===== config.mk =====
export PLATFORM = sky130hd
export DESIGN_NAME = seq_multiplier
export DESIGN_NICKNAME = d
export VERILOG_FILES = /design/src/rtl/seq_multiplier.sv
export SDC_FILE = /design/constraint.sdc
export NUM_CORES = 1
export LEC_CHECK = 0
export ABC_AREA = 1
export CORE_MARGIN = 2
export CORE_UTILIZATION = 54
export CTS_BUF_LIST = sky130_fd_sc_hd__clkbuf_4
export DETAILED_ROUTE_END_ITERATION = 8
export GPL_TIMING_DRIVEN = 0
export PLACE_DENSITY = 0.82
export RECOVER_POWER = 50
export SLEW_MARGIN = 10
export SYNTH_ARGS = -nofsm -noshare
export SYNTH_HDL_FRONTEND = slang
export SYNTH_SLANG_ARGS = --single-unit
export TNS_END_PERCENT = 10

===== constraint.sdc =====
create_clock -name clk -period 2.7 [get_ports clk]
set_clock_uncertainty 0.1 [all_clocks]
set_input_delay 0.405 -clock clk [delete_from_list [all_inputs] [get_ports clk]]
set_output_delay 0.405 -clock clk [all_outputs]
set_load 0.005 [all_outputs]

===== src/rtl/seq_multiplier.sv =====
// seq_multiplier: iterative radix-2 shift-add multiplier.
// One partial product is accumulated per clock, so a product takes SIZE
// cycles in BUSY. Signed operands are reduced to magnitudes on accept, and
// the sign is applied once when the final partial product is added.
//
// Ports:
//   clk        rising-edge clock
//   rst_n      asynchronous active-low reset
//   in_valid   operands and mode are valid this cycle
//   in_ready   block can accept an operation (IDLE)
//   a          multiplicand, SIZE bits
//   b          multiplier, SIZE bits
//   is_signed  1 = two's-complement operands, 0 = unsigned
//   out_valid  product is valid (DONE)
//   out_ready  consumer accepts the product
//   c          product, 2*SIZE bits
//
// state | meaning
// ------+----------------------------------------------------------
// IDLE  | waiting for in_valid; operands latched on accept
// BUSY  | one shift-add step per edge, SIZE steps in total
// DONE  | product held on c until out_ready
module seq_multiplier #(
    parameter int SIZE = 8
) (
    input  logic                clk,
    input  logic                rst_n,
    input  logic                in_valid,
    output logic                in_ready,
    input  logic [SIZE-1:0]     a,
    input  logic [SIZE-1:0]     b,
    input  logic                is_signed,
    output logic                out_valid,
    input  logic                out_ready,
    output logic [2*SIZE-1:0]   c
);

    localparam int PW = 2 * SIZE;
    localparam int CW = $clog2(SIZE);

    typedef enum logic [1:0] {
        IDLE = 2'd0,
        BUSY = 2'd1,
        DONE = 2'd2
    } state_t;

    state_t          state;
    state_t          state_next;

    logic [SIZE-1:0] mcand;
    logic [SIZE-1:0] mplier;
    logic [PW-1:0]   acc;
    logic [CW-1:0]   count;
    logic            neg;

    logic [SIZE-1:0] mag_a;
    logic [SIZE-1:0] mag_b;
    logic [PW-1:0]   partial;
    logic [PW-1:0]   sum;
    logic            last_step;

    // -2^(SIZE-1) negates to itself, which read as unsigned is exactly
    // its magnitude, so no extra bit is needed.
    assign mag_a = (is_signed && a[SIZE-1]) ? ((~a) + SIZE'(1)) : a;
    assign mag_b = (is_signed && b[SIZE-1]) ? ((~b) + SIZE'(1)) : b;

    assign last_step = (count == CW'(SIZE - 1));
    assign partial   = mplier[0] ? (PW'(mcand) << count) : '0;
    assign sum       = acc + partial;

    always_ff @(posedge clk or negedge rst_n) begin
        if (!rst_n) begin
            state <= IDLE;
        end else begin
            state <= state_next;
        end
    end

    always_comb begin
        state_next = state;
        in_ready   = 1'b0;
        out_valid  = 1'b0;
        case (state)
            IDLE: begin
                in_ready = 1'b1;
                if (in_valid) begin
                    state_next = BUSY;
                end
            end
            BUSY: begin
                if (last_step) begin
                    state_next = DONE;
                end
            end
            DONE: begin
                out_valid = 1'b1;
                if (out_ready) begin
                    state_next = IDLE;
                end
            end
            default: begin
                state_next = IDLE;
            end
        endcase
    end

    always_ff @(posedge clk or negedge rst_n) begin
        if (!rst_n) begin
            mcand  <= '0;
            mplier <= '0;
            acc    <= '0;
            count  <= '0;
            neg    <= 1'b0;
            c      <= '0;
        end else begin
            case (state)
                IDLE: begin
                    if (in_valid) begin
                        mcand  <= mag_a;
                        mplier <= mag_b;
                        neg    <= is_signed & (a[SIZE-1] ^ b[SIZE-1]);
                        acc    <= '0;
                        count  <= '0;
                    end
                end
                BUSY: begin
                    acc    <= sum;
                    mplier <= mplier >> 1;
                    count  <= count + CW'(1);
                    // c only ever sees a finished product
                    if (last_step) begin
                        c <= neg ? ((~sum) + PW'(1)) : sum;
                    end
                end
                default: begin
                end
            endcase
        end
    end

endmodule


Yosys cells after proc, flatten, opt, wreduce, memory -nomap -nowiden

Index checks and enable logic that the tools add are counted.
W data, S select, Z words.

Add/sub/neg operators: 5
Equal/unequal tests: 6
Shift-type cells: 1
Muxes and demuxes: 16
Bitwise operators: 5
Reductions and logical operators: 8

Operators by type and width:

| kind                    | number |
|---|---|
| $mux W16                | 3 |
| $pmux W16 S2            | 1 |
| $mux W8                 | 3 |
| $add A16 B1 Y16 const B | 1 |
| $add A16 B16 Y16        | 1 |
| $add A8 B1 Y8 const B   | 2 |
| $not A16 Y16            | 1 |
| $not A8 Y8              | 2 |
| $pmux W8 S2             | 1 |
| $shl A8 B3 Y16          | 1 |
| $mux W2                 | 3 |
| $ne A2 B2 Y1 const B    | 3 |
| $pmux W2 S3             | 1 |
| $pmux W3 S2             | 1 |
| $reduce_and A2 Y1       | 3 |
| $add A3 B1 Y3 const B   | 1 |
| $eq A3 B3 Y1 const B    | 1 |
| $mux W3                 | 1 |
| $reduce_and A3 Y1       | 1 |
| $eq A2 B1 Y1 const B    | 1 |
| $eq A2 B2 Y1 const B    | 1 |
| $logic_and A1 B1 Y1     | 2 |
| $logic_not A2 Y1        | 1 |
| $mux W1                 | 2 |
| 3 further kinds         | 3 |

Register bits: 54
Input port bits: 21
Output and inout bits: 18
Logic and storage cells: 48

Depth between registers and ports, before layout

Gate-level depths: netlist of the first run.

Depth in word-level cells: 6
Mapped depth: 24
Depth with buffers taken out: 24

Worst setup path after synthesis of the first run

Ideal clock, no wire load.

Kind: reg-to-reg
Start point: register count[1]
End point: register c[11]
Library setup time: 117 ps
Arrival time: 2690 ps
Data required time: 2483 ps
Path slack: -208 ps
Stages on the path, launching flop included: 18
Path buffers: 1
Clock period less this slack: 2908 ps
Cells stage by stage: dfrtp_1 -> clkbuf_1 -> clkinv_1 -> nand2_1 -> nor2_1 -> ha_1 -> fa_1 -> xor2_2 -> nor3_2 -> nand3_2 -> nor2_1 -> nand2_1 -> nor2_4 -> nand3_1 -> nand2_1 -> nand2_1 -> nand3_1 -> nand2_1

Cells in the longest elaborated chain, start to end: 6
Elaborated cells on any way between the ends: 8
Those cells by class: 2 x add/sub; 1 x eq/ne; 1 x shift; 2 x mux; 1 x bitwise; 1 x reduce/logical

RTL lines:

| element                | RTL line | RTL |
|---|---|---|
| start, declared        | 53       | `logic [CW-1:0] count;` |
| start signal, assigned | 129      | `count <= count + CW'(1);` |
| $shl A8 B3 Y16         | 68       | `assign partial = mplier[0] ? (PW'(mcand) << count) : '0;` |
| $mux W16               | 68       |  |
| $add A16 B16 Y16       | 69       | `assign sum = acc + partial;` |
| $not A16 Y16           | 132      | `c <= neg ? ((~sum) + PW'(1)) : sum;` |
| $add A16 B1 Y16        | 132      |  |
| $mux W16               | 132      |  |
| end signal, assigned   | 132      |  |
| end, declared          | 35       | `output logic [2*SIZE-1:0] c` |

Several ways; a longest one is shown, not always the timed one.
A chain may end at the register's enable or synchronous reset.

Final worst setup path of the first run

Start point: register count[0]
End point: register c[15]

Same word-level chain as after synthesis.

==> results of run 1 <==
## Yosys cell counts (6+ instances only)
master      n  share of area [%]
ha_1       20                6.0
a21oi_1     6               0.72
o21ai_0    60                7.2
dfrtp_1    54                 33
nor2_2      7                1.1
xor2_1     13                2.7
nand2_2    16                2.4
nor2_1     42                3.8
nand2_1   195                 18
nand3_2     8                1.9
inv_1      68                6.1
inv_2       7               0.63
o22ai_1     9                1.4
clkbuf_1    9               0.81
nand3_1    39                4.7
## final cells by class
type                            instances  area [um2]  share of cell area, %
Clock inverter                          3        42.5                  0.780
Buffer                                 15        97.6                   1.79
Sequential cell                        54        1350                   24.8
Timing Repair Buffer                   65         581                   10.6
Tap cell                               99         124                   2.27
Clock buffer                            5        37.5                  0.689
Multi-Input combinational cell        461        2920                   53.6
Inverter                               77         294                   5.39
## layer usage
layer / vias to the layer above / wire [um] / share of wire [%]
li1: 2098 / - / -
met1: 2037 / 4520 / 38
met2: 190 / 6280 / 52
met3: 52 / 630 / 5.3
met4: 0 / 553 / 4.6
met5: - / 0 / 0
## worst max-delay path, stage by stage, from the launching register on
cell	delay, ns
dfrtp_2	0.51
o21ai_1	0.24
nand2_1	0.15
nor2_2	0.18
ha_1	0.29
nand2_1	0.11
nand2_1	0.19
nand2_1	0.10
nand2_1	0.08
nand2_4	0.12
nand3_2	0.12
buf_6	0.15
nor2_4	0.10
nand2_1	0.08
nor2_1	0.14
nand2_1	0.07
nand3_1	0.07
nand3_1	0.07
nand2_1	0.06
## metrics by stage
step,total power [W],hold slack [ns],instances,area (um2)
6_report,0.00750,0.402,779,5450
3_5_place_dp,0.00537,0.361,745,4690
3_3_place_gp,0.00524,0.365,744,4670
4_1_cts,0.00634,0.403,765,5010
5_1_grt,0.00803,0.425,779,5450
2_1_floorplan,0.00431,0.00941,607,4170
## final timing paths
check | to | slack (ns) | cells past startpoint
max in group asynchronous | count[0] | 0.27 | 3
worst max register to register | c[15] | -0.28 | 18
min in group asynchronous | acc[11] | 0.77 | 2
worst min-delay path | c[14] | 0.40 | 2
worst min register to register | c[14] | 0.40 | 2
worst max-delay path | c[15] | -0.28 | 18
## where the power goes
group          total, W  leakage, nW  internal, W  switching [W]
Clock          0.000478       0.0432     0.000196       0.000281
Combinational   0.00557         1.83      0.00225        0.00332
Sequential      0.00145        0.687      0.00116       0.000283
## flip-flops by register name, summed over array words and instances, names as in the netlist
name,flops
acc,16
c,16
count,3
mcand,8
mplier,8
neg,1
state,2
## logic make-up after synthesis
kind of cell	Yosys count	share of synthesized area, %
buffers and inverters	92	8.56
AND/OR/NAND/NOR	329	35.7
XOR/XNOR	18	3.98
adder cells (fa/ha/maj)	21	6.51
multiplexers	1	0.241
flip-flops	54	32.5
AO/OA/AOI/OAI	92	12.4
## what timing repair did
action,in CTS,in global routing
setup endpoints to repair,19,18
hold endpoints to repair,25,0
buffers inserted,10,14
gates resized for setup,49,81
hold buffers,1,0
cloned,1,0
pin swaps,34,38
==> out/metrics.yaml, run 1 <==
status: "complete, but fails checks"
violations: "setup timing"
pre_cts_ws_ns: -0.460
synthesis.nets: 649
yosysWarningCount: 0
clkTransAtPathRegs_ns: 0.17
endpoint_kind: "flip-flop"
cts.sinks: 54
grtUsageMet1_pct: 29.4
routed_via_density: 5.62
finalSetupTns_ns: -1.88
die_width_um: 91.7
grt_pass1_vias: 4105
yosysUniqueCellTypes: 37
num_rows: 31
ir_worst_vdd_v: 0.000556
hpwl_mm: 8.18
antenna_found_initial: 0
numCtsBuffers: 5
crit_start: "count[0]"
ys_ff_latch: 54
place_congestion: 0.886
grtUsageMet2_pct: 49.6
layout.nets: 721
boundaryPins: 39
synth_seq_area_share_pct: 32.5
critPathMaxFanout: 7
synth_edf_count: 0
clock_latency_ns: 0.39
drive_above_1_share_pct: 25.6
grt-busiest-layer: "met2"
cts_root_buffer: "clkbuf_4"
avgSynthCellArea_um2: 6.84
finalCriticalPeriod_ns: 2.98
min_path_type: "reg -> reg"
synth_ff_type: "dfrtp_1"
final_cell_mix: "nand2_1 (170), inv_1 (64), dfrtp_1 (53)"
power_density_nw_per_um2: 1380
die-area_um2: 8410
final_common_cell: "nand2_1"
route.detailed.drc: 0
worstSetupStartpointType: "flip-flop"
setup_ws_ns: -0.282
synthCells: 607
rsz0062_at_grt: "true"
cts_tree: "yes"
first_iter_violations: 245
routed_wl_mm: 12.0
period_share_pct: 110
clk_path_buf_depth: 2
gr-total-overflow: 0
r2r-start: "count[0]"
fillers: 538
fmax_mhz: 335
final-hold-violation-count: 0
die_h_um: 91.7
grt_use_total_pct: 26.6
grt_max_degree: 30
final_util_pct: 74.4
grt_util_met3_pct: 4.11
maxSlewHeadroom_pct: 0.863
cp.arrival_ns: 3.22
syn_area_um2: 4150
crit_type: "reg -> reg"
drt_pre_antenna_iters: 5
grt_pass1_wl_mm: 18.2
cap_violations: 0
cts_max_level: 2
power.leakage_nw: 2.56
start_util_pct: 56.6
ant_nets: 0
hold_start: "c[14]"
cp.required_ns: 2.94
synthArstFlopShare_pct: 100
wl_per_cell_um: 15.4
slew_violations: 0
diodes: 0
finalSetupViolCount: 11
core_area_um2: 7330
worstMarginPinSlew_ns: 1.49
synthToLayoutAreaGrowth_pct: 31.3
vias: 4377
port_buffers: 38
Note: power is estimated with default switching activity, not from simulation.
==> run 2, diff against run 1 <==
--- a/config.mk
+++ b/config.mk
@@ -6,12 +6,14 @@
 export NUM_CORES = 1
 export LEC_CHECK = 0
 export ABC_AREA = 1
+export CELL_PAD_IN_SITES_DETAIL_PLACEMENT = 0
+export CELL_PAD_IN_SITES_GLOBAL_PLACEMENT = 2
 export CORE_MARGIN = 2
-export CORE_UTILIZATION = 54
+export CORE_UTILIZATION = 30
 export CTS_BUF_LIST = sky130_fd_sc_hd__clkbuf_4
 export DETAILED_ROUTE_END_ITERATION = 8
 export GPL_TIMING_DRIVEN = 0
-export PLACE_DENSITY = 0.82
+export PLACE_DENSITY = 0.81
 export RECOVER_POWER = 50
 export SLEW_MARGIN = 10
 export SYNTH_ARGS = -nofsm -noshare
==> out/metrics.yaml, run 2 (synthesized netlist as in run 1, its figures left out) <==
port_buffers: 38  # unchanged
start_util_pct: 31.0  # was 56.6%
cts_tree: "yes"  # unchanged
critPathMaxStageDelay_ns: 0.50  # was 0.51 ns
power.leakage_nw: 2.58  # was 2.56 nW
slew_violations: 0  # unchanged
cap_violations: 0  # unchanged
fmax_mhz: 346  # was 335 MHz
antenna_found_initial: 0  # unchanged
hold_slack_ns: 0.402  # about the same
period_share_pct: 107  # was 110%
min_path_cells: 2  # unchanged
first_iter_violations: 222  # was 245
finalCriticalPeriod_ns: 2.89  # was 2.98 ns
gr-total-overflow: 0  # unchanged
finalSetupTns_ns: -1.03  # was -1.88 ns
r2r_cells: 19  # was 18
hpwl_mm: 9.21  # was 8.18 mm
endpoint_kind: "flip-flop"  # unchanged
final_common_cell: "nand2_1"  # unchanged
violations: "setup timing"  # unchanged
worstSetupStartpointType: "flip-flop"  # unchanged
rsz0062_at_grt: "true"  # unchanged
ant_nets: 0  # unchanged
cts.sinks: 54  # unchanged
clock_latency_ns: 0.39  # about the same
grt-busiest-layer: "met2"  # unchanged
finalSetupViolCount: 9  # was 11
die_width_um: 122  # was 91.7 um
worstMarginPinSlew_ns: 1.29  # was 1.49 ns
numCtsBuffers: 5  # unchanged
crit_top_cell: "nor2_4"  # was nand2_1
drive_above_1_share_pct: 25.3  # was 25.6%
cp_cell_sequence: "buf_8, nor2_4, nand2_4, nor2_4, ha_4, fa_2, inv_2, ha_4, inv_2, nor2_4, nand3_2, nor2_4, nand2_2, nor2_1, nand3_1, nand2_1, nand2_1, nand3_1, nand2_1"  # was o21ai_1, nand2_1, nor2_2, ha_1, nand2_1, nand2_1, nand2_1, nand2_1, nand2_4, nand3_2, buf_6, nor2_4, nand2_1, nor2_1, nand2_1, nand3_1, nand3_1, nand2_1
grt_use_total_pct: 16.3  # was 26.6%
fin_cells: 856  # was 779
cts_root_buffer: "clkbuf_4"  # unchanged
final-hold-violation-count: 0  # unchanged
wl_per_cell_um: 13.5  # was 15.4 um
boundaryPins: 39  # unchanged
cts_max_level: 2  # unchanged
maxSlewHeadroom_pct: 14.2  # was 0.863%
die_h_um: 122  # was 91.7 um
synthToLayoutAreaGrowth_pct: 34.6  # was 31.3%
final_cell_mix: "nand2_1 (172), inv_1 (63), dfrtp_1 (53)"  # was nand2_1 (170), inv_1 (64), dfrtp_1 (53)
grt_pass1_wl_mm: 18.9  # was 18.2 mm
grtUsageMet1_pct: 19.7  # was 29.4%
setup_ws_ns: -0.191  # was -0.282 ns
critPathSlowestCell: "dfrtp_2"  # unchanged
vias: 4065  # was 4377
routed_via_density: 4.75  # was 5.62
dp.cells: 822  # was 745
routed_wl_mm: 11.6  # was 12.0 mm
grt_util_met3_pct: 1.97  # was 4.11%
fillers: 1441  # was 538
power_density_nw_per_um2: 1310  # was 1380 nW/um2
min_path_type: "reg -> reg"  # unchanged
cp.required_ns: 2.89  # was 2.94 ns
grtUsageMet2_pct: 30.3  # was 49.6%
clkTransAtPathRegs_ns: 0.16  # was 0.17 ns
grt_max_degree: 34  # was 30
drt_pre_antenna_iters: 4  # was 5
grt_pass1_vias: 3942  # was 4105
num_rows: 42  # was 31
biggestRegsByFlops: "acc (16), c (16)"  # unchanged
route.detailed.drc: 0  # unchanged
crit_type: "reg -> reg"  # unchanged
status: "complete, but fails checks"  # unchanged
layout.nets: 720  # was 721
core_area_um2: 13400  # was 7330 um2
cp.arrival_ns: 3.08  # was 3.22 ns
place_congestion: 0.828  # was 0.886
ir_worst_vdd_v: 0.000352  # was 0.000556 V
critPathMaxFanout: 7  # unchanged
die-area_um2: 14800  # was 8410 um2
clk_path_buf_depth: 2  # unchanged
-- run 2: cell types whose count changed in the layout (fill, tap and decap cells not counted), sizes merged --
cell	before	now
dlygate4sd3	2	1
clkinv	3	5
clkdlybuf4s50	36	37
inv	76	75
diode	0	1
bufinv	1	0
buf	34	33
-- run 2: path summary, 6_finish.rpt --
path / start / to / slack, ns
setup / recovery: count[0] / c[14] / -0.19
hold / removal: c[14] / c[14] / 0.40
setup reg to reg: count[0] / c[14] / -0.19
hold reg to reg: c[14] / c[14] / 0.40
max in group asynchronous: rst_n / count[0] / 0.29
min in group asynchronous: rst_n / acc[11] / 0.68
-- run 2: layout make-up --
| cell class | count | area, um2 | area share (%) |
|---|---|---|---|
| Antenna cell | 1 | 2.50 | 0.0448 |
| Buffer | 15 | 101 | 1.81 |
| Inverter | 77 | 295 | 5.28 |
| Clock inverter | 3 | 21.3 | 0.381 |
| Multi-Input combinational cell | 461 | 2970 | 53.1 |
| Timing Repair Buffer | 64 | 589 | 10.5 |
| Clock buffer | 5 | 37.5 | 0.672 |
| Sequential cell | 54 | 1350 | 24.2 |
| Tap cell | 176 | 220 | 3.94 |
-- run 2: through the flow --
stage / instance area [um2] / setup slack (ns) / power (W) / utilization (%)
6_report: 5590 / -0.191 / 0.00731 / 41.7
5_1_grt: 5590 / -0.373 / 0.00798 / 41.7
4_1_cts: 5260 / -0.205 / 0.00671 / 39.2
3_5_place_dp: 4790 / -0.526 / 0.00546 / 35.7
3_3_place_gp: 4770 / -0.556 / 0.00541 / 35.6
2_1_floorplan: 4170 / -0.0215 / 0.00431 / -
-- run 2: per-layer routing --
layer / part of all wire, % / vias up
met5: 0 / -
met4: 1.4 / 0
met3: 2.9 / 11
met2: 52 / 64
met1: 44 / 1902
li1: - / 2088
-- run 2: timing repair --
item,4_1_cts,5_1_grt
hold buffers,1,0
pin swaps,46,29
buffers inserted,13,10
gates resized for setup,80,54
gates cloned,1,0
hold endpoints to repair,21,0
endpoints found under the setup margin,21,21
-- run 2: critical path, delay by kind of cell (launching register included) --
kind,cells,cell delay [ns]
adder cells (fa/ha/maj),3,0.77
buffers and inverters,3,0.31
flip-flops,1,0.50
AND/OR/NAND/NOR,13,1.11
-- run 2: power breakdown --
part / total [W] / leakage, nW / internal (W) / switching [W]
Sequential: 0.00144 / 0.687 / 0.00116 / 0.000279
Combinational: 0.00549 / 1.86 / 0.00228 / 0.00321
Clock: 0.000379 / 0.0328 / 0.000103 / 0.000277
Total: 0.00731 / 2.58 / 0.00354 / 0.00376
==> run 3, diff against run 2 <==
--- a/config.mk
+++ b/config.mk
@@ -9,11 +9,11 @@
 export CELL_PAD_IN_SITES_DETAIL_PLACEMENT = 0
 export CELL_PAD_IN_SITES_GLOBAL_PLACEMENT = 2
 export CORE_MARGIN = 2
-export CORE_UTILIZATION = 30
+export CORE_UTILIZATION = 34
 export CTS_BUF_LIST = sky130_fd_sc_hd__clkbuf_4
 export DETAILED_ROUTE_END_ITERATION = 8
 export GPL_TIMING_DRIVEN = 0
-export PLACE_DENSITY = 0.81
+export PLACE_DENSITY = 0.86
 export RECOVER_POWER = 50
 export SLEW_MARGIN = 10
 export SYNTH_ARGS = -nofsm -noshare
==> constraint.sdc (replaced) <==
create_clock -name clk -period 3.25 [get_ports clk]
set_clock_uncertainty 0.1 [all_clocks]
set_input_delay 0.4875 -clock clk [delete_from_list [all_inputs] [get_ports clk]]
set_output_delay 0.4875 -clock clk [all_outputs]
set_load 0.005 [all_outputs]
==> out/metrics.yaml, run 3 (synthesized netlist as in run 1, its figures left out) <==
drive_above_1_share_pct: 15.1  # was 25.3%
die-area_um2: 13100  # was 14800 um2
min_path_cells: 2  # unchanged
worstMarginPinSlew_ns: 1.09  # was 1.29 ns
start_util_pct: 34.7  # was 31.0%
routed_via_density: 4.90  # was 4.75
grt_max_degree: 36  # was 34
num_rows: 40  # was 42
cts.sinks: 54  # unchanged
core_area_um2: 12000  # was 13400 um2
finalSetupViolCount: 0  # was 9
layout.nets: 702  # was 720
period_share_pct: 93.8  # was 107%
die_width_um: 115  # was 122 um
multiInputGateArea_um2: 2540  # was 2970 um2
port_buffers: 38  # unchanged
vias: 3959  # was 4065
boundaryPins: 39  # unchanged
final_cell_mix: "nand2_1 (189), inv_1 (67), o21ai_0 (53)"  # was nand2_1 (172), inv_1 (63), dfrtp_1 (53)
final-hold-violation-count: 0  # unchanged
crit_type: "reg -> reg"  # unchanged
grt_pass1_wl_mm: 18.4  # was 18.9 mm
power_density_nw_per_um2: 1010  # was 1310 nW/um2
antenna_found_initial: 0  # unchanged
gr-total-overflow: 0  # unchanged
route.detailed.drc: 0  # unchanged
maxSlewHeadroom_pct: 27.3  # was 14.2%
place_congestion: 0.831  # was 0.828
final_common_cell: "nand2_1"  # unchanged
clock_latency_ns: 0.41  # was 0.39 ns
setup_ws_ns: 0.201  # was -0.191 ns
first_iter_violations: 177  # was 222
routed_wl_mm: 10.8  # was 11.6 mm
sw_frac_of_total_pct: 52.4  # was 51.5%
grt_pass1_vias: 3924  # was 3942
cap_violations: 0  # unchanged
cts_root_buffer: "clkbuf_4"  # unchanged
numCtsBuffers: 5  # unchanged
seqPwrFrac_pct: 23.6  # was 19.7%
seq_area_um2: 1350  # about the same
grt_use_total_pct: 17.7  # was 16.3%
cp.arrival_ns: 3.25  # was 3.08 ns
r2r_cells: 19  # unchanged
wl_per_cell_um: 13.4  # was 13.5 um
fillers: 1322  # was 1441
rsz0062_at_grt: "true"  # unchanged
p_switching_w: 0.00262  # was 0.00376 W
die_h_um: 115  # was 122 um
ir_worst_vdd_v: 0.000239  # was 0.000352 V
slew_violations: 0  # unchanged
endpoint_kind: "flip-flop"  # unchanged
cts_max_level: 2  # unchanged
pwr-share-comb_pct: 69.8  # was 75.1%
dp.cells: 793  # was 822
synthToLayoutAreaGrowth_pct: 19.0  # was 34.6%
cts_tree: "yes"  # unchanged
critPathMaxFanout: 10  # was 7
finalCriticalPeriod_ns: 3.05  # was 2.89 ns
drt_pre_antenna_iters: 4  # unchanged
status: "complete, no violations"  # was complete, but fails checks
pre_cts_ws_ns: -0.180  # was -0.526 ns
fin_cells: 808  # was 856
fmax_mhz: 328  # was 346 MHz
cp.required_ns: 3.46  # was 2.89 ns
power.leakage_nw: 2.41  # was 2.58 nW
p_int_w: 0.00238  # was 0.00354 W
clkTransAtPathRegs_ns: 0.19  # was 0.16 ns
min_path_type: "reg -> reg"  # unchanged
worstSetupStartpointType: "flip-flop"  # unchanged
biggestRegsByFlops: "acc (16), c (16)"  # unchanged
power.share.clock_pct: 6.7  # was 5.2%
hpwl_mm: 8.95  # was 9.21 mm
diodes: 0  # was 1
ant_nets: 0  # unchanged
clk_path_buf_depth: 2  # unchanged
[run 3: area by class of cell]
type / instances / area share (%)
inverter: 77 / 5.88
tap: 147 / 3.72
clock inverter: 3 / 0.583
timing repair buffer: 47 / 8.94
clock buffer: 5 / 0.760
buffer: 14 / 1.37
multi-input combinational: 461 / 51.3
sequential: 54 / 27.4
[run 3: through the flow]
step	total power, W	instance area (um2)	hold slack (ns)	utilization, %	TNS, ns
global route	0.00560	4940	0.426	41.3	-0.128
detailed placement	0.00450	4730	0.365	39.6	-1.05
floorplan	0.00356	4150	0.0919	-	0
global placement	0.00445	4720	0.366	39.4	-8.49
finish	0.00500	4940	0.400	41.3	0
CTS	0.00486	4810	0.405	40.2	0
[run 3: worst paths after layout]
kind                           from  endpoint  slack, ns
hold / removal                c[15]     c[15]       0.40
setup / recovery           count[0]     c[14]       0.20
hold reg to reg               c[15]     c[15]       0.40
setup reg to reg           count[0]     c[14]       0.20
max in group asynchronous     rst_n  count[1]       0.85
min in group asynchronous     rst_n      c[3]       0.68
[run 3: power groups by stage]
stage | registers (W) | clock network [W] | logic, W
finish | 0.00118 | 0.000334 | 0.00349
global route | 0.00122 | 0.000374 | 0.00400
CTS | 0.00118 | 0.000356 | 0.00333
detailed placement | 0.00118 | 0 | 0.00333
global placement | 0.00117 | 0 | 0.00328
floorplan | 0.00113 | 0 | 0.00243
[run 3: timing repair]
| item | CTS | global route |
|---|---|---|
| pin swaps | 0 | 10 |
| hold buffers | 1 | 0 |
| buffers inserted | 0 | 7 |
| endpoints found under the setup margin | 9 | 11 |
| resized for setup | 3 | 39 |
| hold endpoints to repair | 19 | 0 |
[run 3: critical path, stage by stage, from the launching register on]
cell	delay, ns
dfrtp_2	0.49
buf_4	0.19
nor2_2	0.12
nand2_1	0.10
nor2_2	0.11
ha_2	0.23
fa_2	0.46
inv_2	0.08
ha_1	0.14
inv_1	0.05
nor2_1	0.14
nand3_1	0.11
nor2_2	0.12
nand2_2	0.08
nor2_1	0.09
nand3_1	0.11
nand2_1	0.08
nand2_1	0.05
nand3_1	0.07
nand2_1	0.05
[run 3: layer usage]
metal / part of all wire [%] / global-route usage [%] / vias to the layer above
li1: - / - / 2062
met1: 45 / 22.0 / 1843
met2: 51 / 31.6 / 46
met3: 2.2 / 2.49 / 8
met4: 1.4 / 5.37 / 0
met5: 0 / 0 / -
